==> src/rtl/apb_slave_regbank.sv <==
// APB3 completer: bank of 32-bit registers with a read-only ID word, programmable wait states,
// error response on illegal accesses and a saturating protocol-error counter.
module apb_slave_regbank #(
  parameter int unsigned NUM_REGS    = 8,
  parameter int unsigned WAIT_CYCLES = 1,
  parameter logic [31:0] ID_VALUE    = 32'hA5B0_0000,
  parameter int unsigned ADDR_WIDTH  = 32
) (
  input  logic                  clk,
  input  logic                  rst,
  input  logic                  psel,
  input  logic                  penable,
  input  logic                  pwrite,
  input  logic [ADDR_WIDTH-1:0] paddr,
  input  logic [31:0]           pwdata,
  output logic [31:0]           prdata,
  output logic                  pready,
  output logic                  pslverr,
  output logic [7:0]            err_cnt
);

  localparam int unsigned   IDX_W    = (NUM_REGS > 1) ? $clog2(NUM_REGS) : 1;
  localparam int unsigned   WI       = ADDR_WIDTH - 2;
  localparam logic [WI-1:0] LAST_IDX = WI'(NUM_REGS - 1);

  typedef enum logic {IDLE, ACCESS} state_t;

  state_t                  state;
  logic [3:0]              cnt;
  logic                    lat_write;
  logic [ADDR_WIDTH-1:0]   lat_addr;
  logic [31:0]             lat_wdata;
  logic [31:0]             regs [NUM_REGS];

  logic [WI-1:0]           lat_idx;
  logic [IDX_W-1:0]        sel;
  logic                    misaligned;
  logic                    out_of_range;
  logic                    id_write;
  logic                    err;
  logic                    done;
  logic [31:0]             rd_val;

  // The full word index is compared so that high address bits never alias onto a register.
  assign lat_idx      = lat_addr[ADDR_WIDTH-1:2];
  assign sel          = lat_addr[IDX_W+1:2];
  assign misaligned   = lat_addr[1:0] != 2'b00;
  assign out_of_range = lat_idx > LAST_IDX;
  assign id_write     = lat_write && (lat_idx == LAST_IDX);
  assign err          = misaligned || out_of_range || id_write;

  assign done    = (state == ACCESS) && (cnt == 4'd0) && !rst;
  assign rd_val  = (lat_idx == LAST_IDX) ? ID_VALUE : regs[sel];
  assign pready  = done;
  assign pslverr = done && err;
  assign prdata  = (done && !lat_write && !err) ? rd_val : 32'd0;

  always_ff @(posedge clk) begin
    if (rst) begin
      state     <= IDLE;
      cnt       <= 4'd0;
      lat_write <= 1'b0;
      lat_addr  <= '0;
      lat_wdata <= 32'd0;
      err_cnt   <= 8'd0;
      for (int i = 0; i < NUM_REGS; i++) regs[i] <= 32'd0;
    end else begin
      case (state)
        IDLE: begin
          if (psel && !penable) begin
            lat_write <= pwrite;
            lat_addr  <= paddr;
            lat_wdata <= pwdata;
            cnt       <= 4'(WAIT_CYCLES);
            state     <= ACCESS;
          end else if (psel && penable) begin
            if (err_cnt != 8'hFF) err_cnt <= err_cnt + 8'd1;
          end
        end
        ACCESS: begin
          if (psel && penable) begin
            if (cnt != 4'd0) begin
              cnt <= cnt - 4'd1;
            end else begin
              if (lat_write && !err) regs[sel] <= lat_wdata;
              state <= IDLE;
            end
          end else begin
            // Master abandoned the transfer: count it and drop the latched request.
            if (err_cnt != 8'hFF) err_cnt <= err_cnt + 8'd1;
            state <= IDLE;
          end
        end
        default: state <= IDLE;
      endcase
    end
  end

endmodule

==> config.mk <==
export PLATFORM = sky130hd
export DESIGN_NAME = apb_slave_regbank
export DESIGN_NICKNAME = d
export VERILOG_FILES = /design/src/rtl/apb_slave_regbank.sv
export SDC_FILE = /design/constraint.sdc
export NUM_CORES = 1
export LEC_CHECK = 0
export ABC_AREA = 1
export BUFFER_PORTS_ARGS = -buffer_cell sky130_fd_sc_hd__buf_2
export CORE_UTILIZATION = 55
export CTS_CLUSTER_DIAMETER = 30
export CTS_CLUSTER_SIZE = 30
export DETAILED_ROUTE_END_ITERATION = 10
export PLACE_DENSITY = 0.84
export SYNTH_ARGS = -nofsm -noshare
export SYNTH_HDL_FRONTEND = slang
export SYNTH_SLANG_ARGS = --single-unit
==> constraint.sdc <==
create_clock -name clk -period 5.01 [get_ports clk]
set_clock_uncertainty 0.2 [all_clocks]
set_input_delay 0.2505 -clock clk [delete_from_list [all_inputs] [get_ports clk]]
set_output_delay 0.2505 -clock clk [all_outputs]
set_load 0.02 [all_outputs]
==> results.md <==
Yosys:
- The count of flip-flops with a built-in enable after synthesis is 256.
- The share of synthesized area occupied by flip-flops and latches is 61.91%.
- The number of standard cells after synthesis is 1,407.
- The summed instance area of the synthesized netlist is 0.01504 mm².
- For this run, the number of Yosys warnings is 0.
- The number of different library cells used by synthesis comes to 31.
- sky130_fd_sc_hd__edfxtp_1 takes more of the synthesized area than any other cell.
- The most used flip-flop cell after synthesis is sky130_fd_sc_hd__edfxtp_1.
- The post-synthesis async set-or-reset flop share is 0%.
- Ranked by total cell area, the synthesized netlist is headed by sky130_fd_sc_hd__edfxtp_1 51%, sky130_fd_sc_hd__dfxtp_1 11%, sky130_fd_sc_hd__nor3_2 6.1%.
- In this run, synthesis produced a sequential element count of 337.
- The synthesized area divided by synthesized cell count is 10.69 µm².
- The fraction of post-synthesis cell area in the top cell type by area is 51.13%.

STA:
- The number of max-slew violations in the final report was 0.
- The fraction of the cycle the final worst path needs is 80.19%.
- Setup repair after global routing left no endpoint under its margin.
- The actual transition at the worst max-transition pin is 1.317 ns.
- Static timing analysis puts the maximum clock frequency at 0.2489 GHz.
- The smallest setup slack after layout is 0.9925 ns.
- Adding up every negative setup slack in the final design gives 0 ns.
- The setup-violating endpoint count in the final report is 0.
- The worst slew slack as a fraction of its limit is 11.84%.
- The clock period minus worst slack is 4.017 ns.
- The final count of hold timing violations was 0.

Finish:
- The post-route netlist has 21.28% of its cells at a drive strength greater than 1.
- The area growth from synthesis to layout is 23.78%.
- In the layout the commonest cells are 256 x sky130_fd_sc_hd__edfxtp_1, 171 x sky130_fd_sc_hd__a21oi_1, 168 x sky130_fd_sc_hd__nand2_1.
- The finished layout cell area is 0.01861 mm².
- The layout has 1,721 filler cells.
- The layout net count is 1,663.
- Leaving out fill and tap cells, the most frequent cell in the layout is sky130_fd_sc_hd__edfxtp_1.

Power:
- The internal power is 5.747 mW.
- The leakage power of the design is 6.876 nW.
- The switching share of total power is 25.10%.
- VDD sags by at most 0.2672 mV.
- In this run the power density over the cells is 412.3 mW/mm².
- Combinational cells account for 8.2% of the total power.
- The analysis attributes to net switching a power of 1.926 mW.
- The sequential cell fraction of total power is 41.4%.
- The proportion of power drawn by the clock network is 50.3%.

Clock tree:
- The buffer cell driving the clock tree root is sky130_fd_sc_hd__clkbuf_16.
- After clock tree synthesis, the repair step resized 0 gates.
- The insertion delay of the later-clocked pin in the worst-skew pair is 0.58 ns.
- The post-CTS setup-driven buffer insertion count is 0.
- After clock tree synthesis, the clock-pin slew on the worst setup and hold paths is 0.05 ns.
- The buffer depth of the longest clock path is 3.
- CTS built an H-tree with a depth of 2.
- The number of buffers created by CTS is 56.
- TritonCTS built the clock tree.
- The number of buffers inserted for hold repair after clock tree synthesis is 85.
- The tree built by TritonCTS fans out to 337 sinks.

Route:
- The detailed router finished its first iteration with 1,584 violations.
- The length of the first detailed-routing pass in iterations is 6.
- The via-per-instance ratio is 6.262.
- After detailed routing, the number of remaining DRC violations is 0.
- The number of vias in the routed layout is 12,420.
- The antenna violation net count after detailed routing is 0.
- Dividing the detail-routed wire length by the instance count gives 21.74 µm.
- After detailed routing, the total wire length is 43.12 mm.

Global routing:
- The first global-routing pass estimated 67.08 mm of wire.
- The overall routing resource usage is 30.70%.
- Entering global routing, the biggest net connects 112 pins.
- The number of antenna violations at the first check in global routing came to 3.
- After global routing the overflow that remains totals 0.
- The number of global-route vias before repair is 12,560.

Place:
- The placed instances occupy a cell area of 0.01582 mm².
- At the placement stage, the worst setup path has a slack of 1.590 ns.
- The estimated wirelength of the detail-placed design is 21.00 mm.
- The final weighted congestion of routability-driven global placement is 0.7902.
- Input and output buffers added on the ports amount to 110.

Hold path:
- The worst hold path begins at penable.
- The tightest min-delay check is of the primary input to flop type.

Critical path:
- The startpoint of the lowest-slack register-to-register path is cnt[0].
- The critical path start-end classification is flop to output port.
- The startpoint kind of the worst setup timing path is a flop.
- For the worst setup path, the data arrival time is 3.57 ns.
- STA classifies the critical path endpoint as an output port.
- The highest fanout seen on the critical path is 58.
- STA puts the critical path data required time at 4.56 ns.

Die:
- The floorplan step defined a die boundary enclosing 0.02800 mm².
- The row count is 60.
- The number of primary I/O pins is 111.
- The initial standard-cell utilization of the core is 55.95%.
- The horizontal die dimension is 167.3 µm.
- The core area is 0.02688 mm².
- The die is 167.3 µm tall.

Outcome:
- The flow ran to the end, and the final reports show no timing, DRC or antenna violations.

Flow run:
- The count of maximum capacitance violations is 0.
path summary, 6_finish.rpt:
kind,slack (ns),cells after the start,to
hold reg to reg,0.27,2,lat_addr[0]
setup / recovery,0.99,7,prdata[2]
setup reg to reg,1.45,8,regs[2][11]
hold / removal,0.13,5,lat_addr[12]
worst max-delay path: stages (launching register included):
cell	delay [ns]
sky130_fd_sc_hd__dfxtp_4	0.73
sky130_fd_sc_hd__clkinv_2	0.69
sky130_fd_sc_hd__buf_4	0.52
sky130_fd_sc_hd__a21oi_1	0.29
sky130_fd_sc_hd__a22oi_1	0.15
sky130_fd_sc_hd__mux2i_1	0.31
sky130_fd_sc_hd__nor2_1	0.08
sky130_fd_sc_hd__buf_2	0.16
kinds of logic (layout without fill, tap and decap cells):
logic type	count (synthesis)	in the layout	synth area share, %
other cells	1	35	0.02494
flops	337	337	61.91
xor+xnor	5	5	0.2913
compound gates	329	329	11.95
simple gates	523	523	18.67
mux	24	24	1.598
buf+inv	186	388	5.384
fa+ha+maj	2	2	0.1664
metal layers:
| layer | part of all wire (%) | GRT usage, % | vias to the layer above |
|---|---|---|---|
| li1 | - | - | 5411 |
| met1 | 35 | 38.38 | 5888 |
| met2 | 49 | 50.98 | 951 |
| met3 | 11 | 5.980 | 173 |
| met4 | 4.5 | 15.68 | 0 |
| met5 | 0 | 0 | - |
Yosys cell counts (30+ instances only):
cell type / number
sky130_fd_sc_hd__nor3_2: 91
sky130_fd_sc_hd__nor3_1: 139
sky130_fd_sc_hd__edfxtp_1: 256
sky130_fd_sc_hd__inv_1: 63
sky130_fd_sc_hd__dfxtp_1: 81
sky130_fd_sc_hd__nand3_1: 30
sky130_fd_sc_hd__o21ai_0: 86
sky130_fd_sc_hd__nand2_1: 169
sky130_fd_sc_hd__a21oi_1: 171
sky130_fd_sc_hd__nor2_1: 84
sky130_fd_sc_hd__clkbuf_1: 86
sky130_fd_sc_hd__a22oi_1: 48
state kept, by name, indices dropped and copies added (netlist names), named ones only:
register	flops
cnt	4
lat_addr	32
regs	256
state	1
lat_wdata	32
err_cnt	8
lat_write	1
metrics by stage:
step                util, %  power (mW)  hold slack [ns]  std cells
detailed placement    58.87       3.769           0.2443       1790
global route          69.25       7.851           0.1436       1984
finish                69.25       7.674           0.1278       1984
CTS                   69.22       7.639         0.001305       1981
floorplan                 -       3.590           0.2149       1438
global placement      58.87       3.748           0.2388       1790
power groups by stage:
stage	Sequential, mW	Clock (mW)	Combinational, mW
6_report	3.18	3.86	0.632
5_1_grt	3.19	3.99	0.675
4_1_cts	3.17	3.87	0.598
3_5_place_dp	3.23	0	0.541
3_3_place_gp	3.22	0	0.526
2_1_floorplan	3.21	0	0.377
area by class of cell:
| cell class | count | area, µm² | area share [%] |
|---|---|---|---|
| clock inverters | 39 | 386.6 | 2.077 |
| clock buffers | 67 | 1545 | 8.303 |
| inverters | 65 | 245.2 | 1.318 |
| well taps | 341 | 426.7 | 2.292 |
| repair buffers | 217 | 1567 | 8.417 |
| multi-input cells | 915 | 5120 | 27.51 |
| flip-flops and latches | 337 | 9314 | 50.04 |
| diodes | 3 | 7.507 | 0.04034 |
Power figures use the tool's default switching activity.
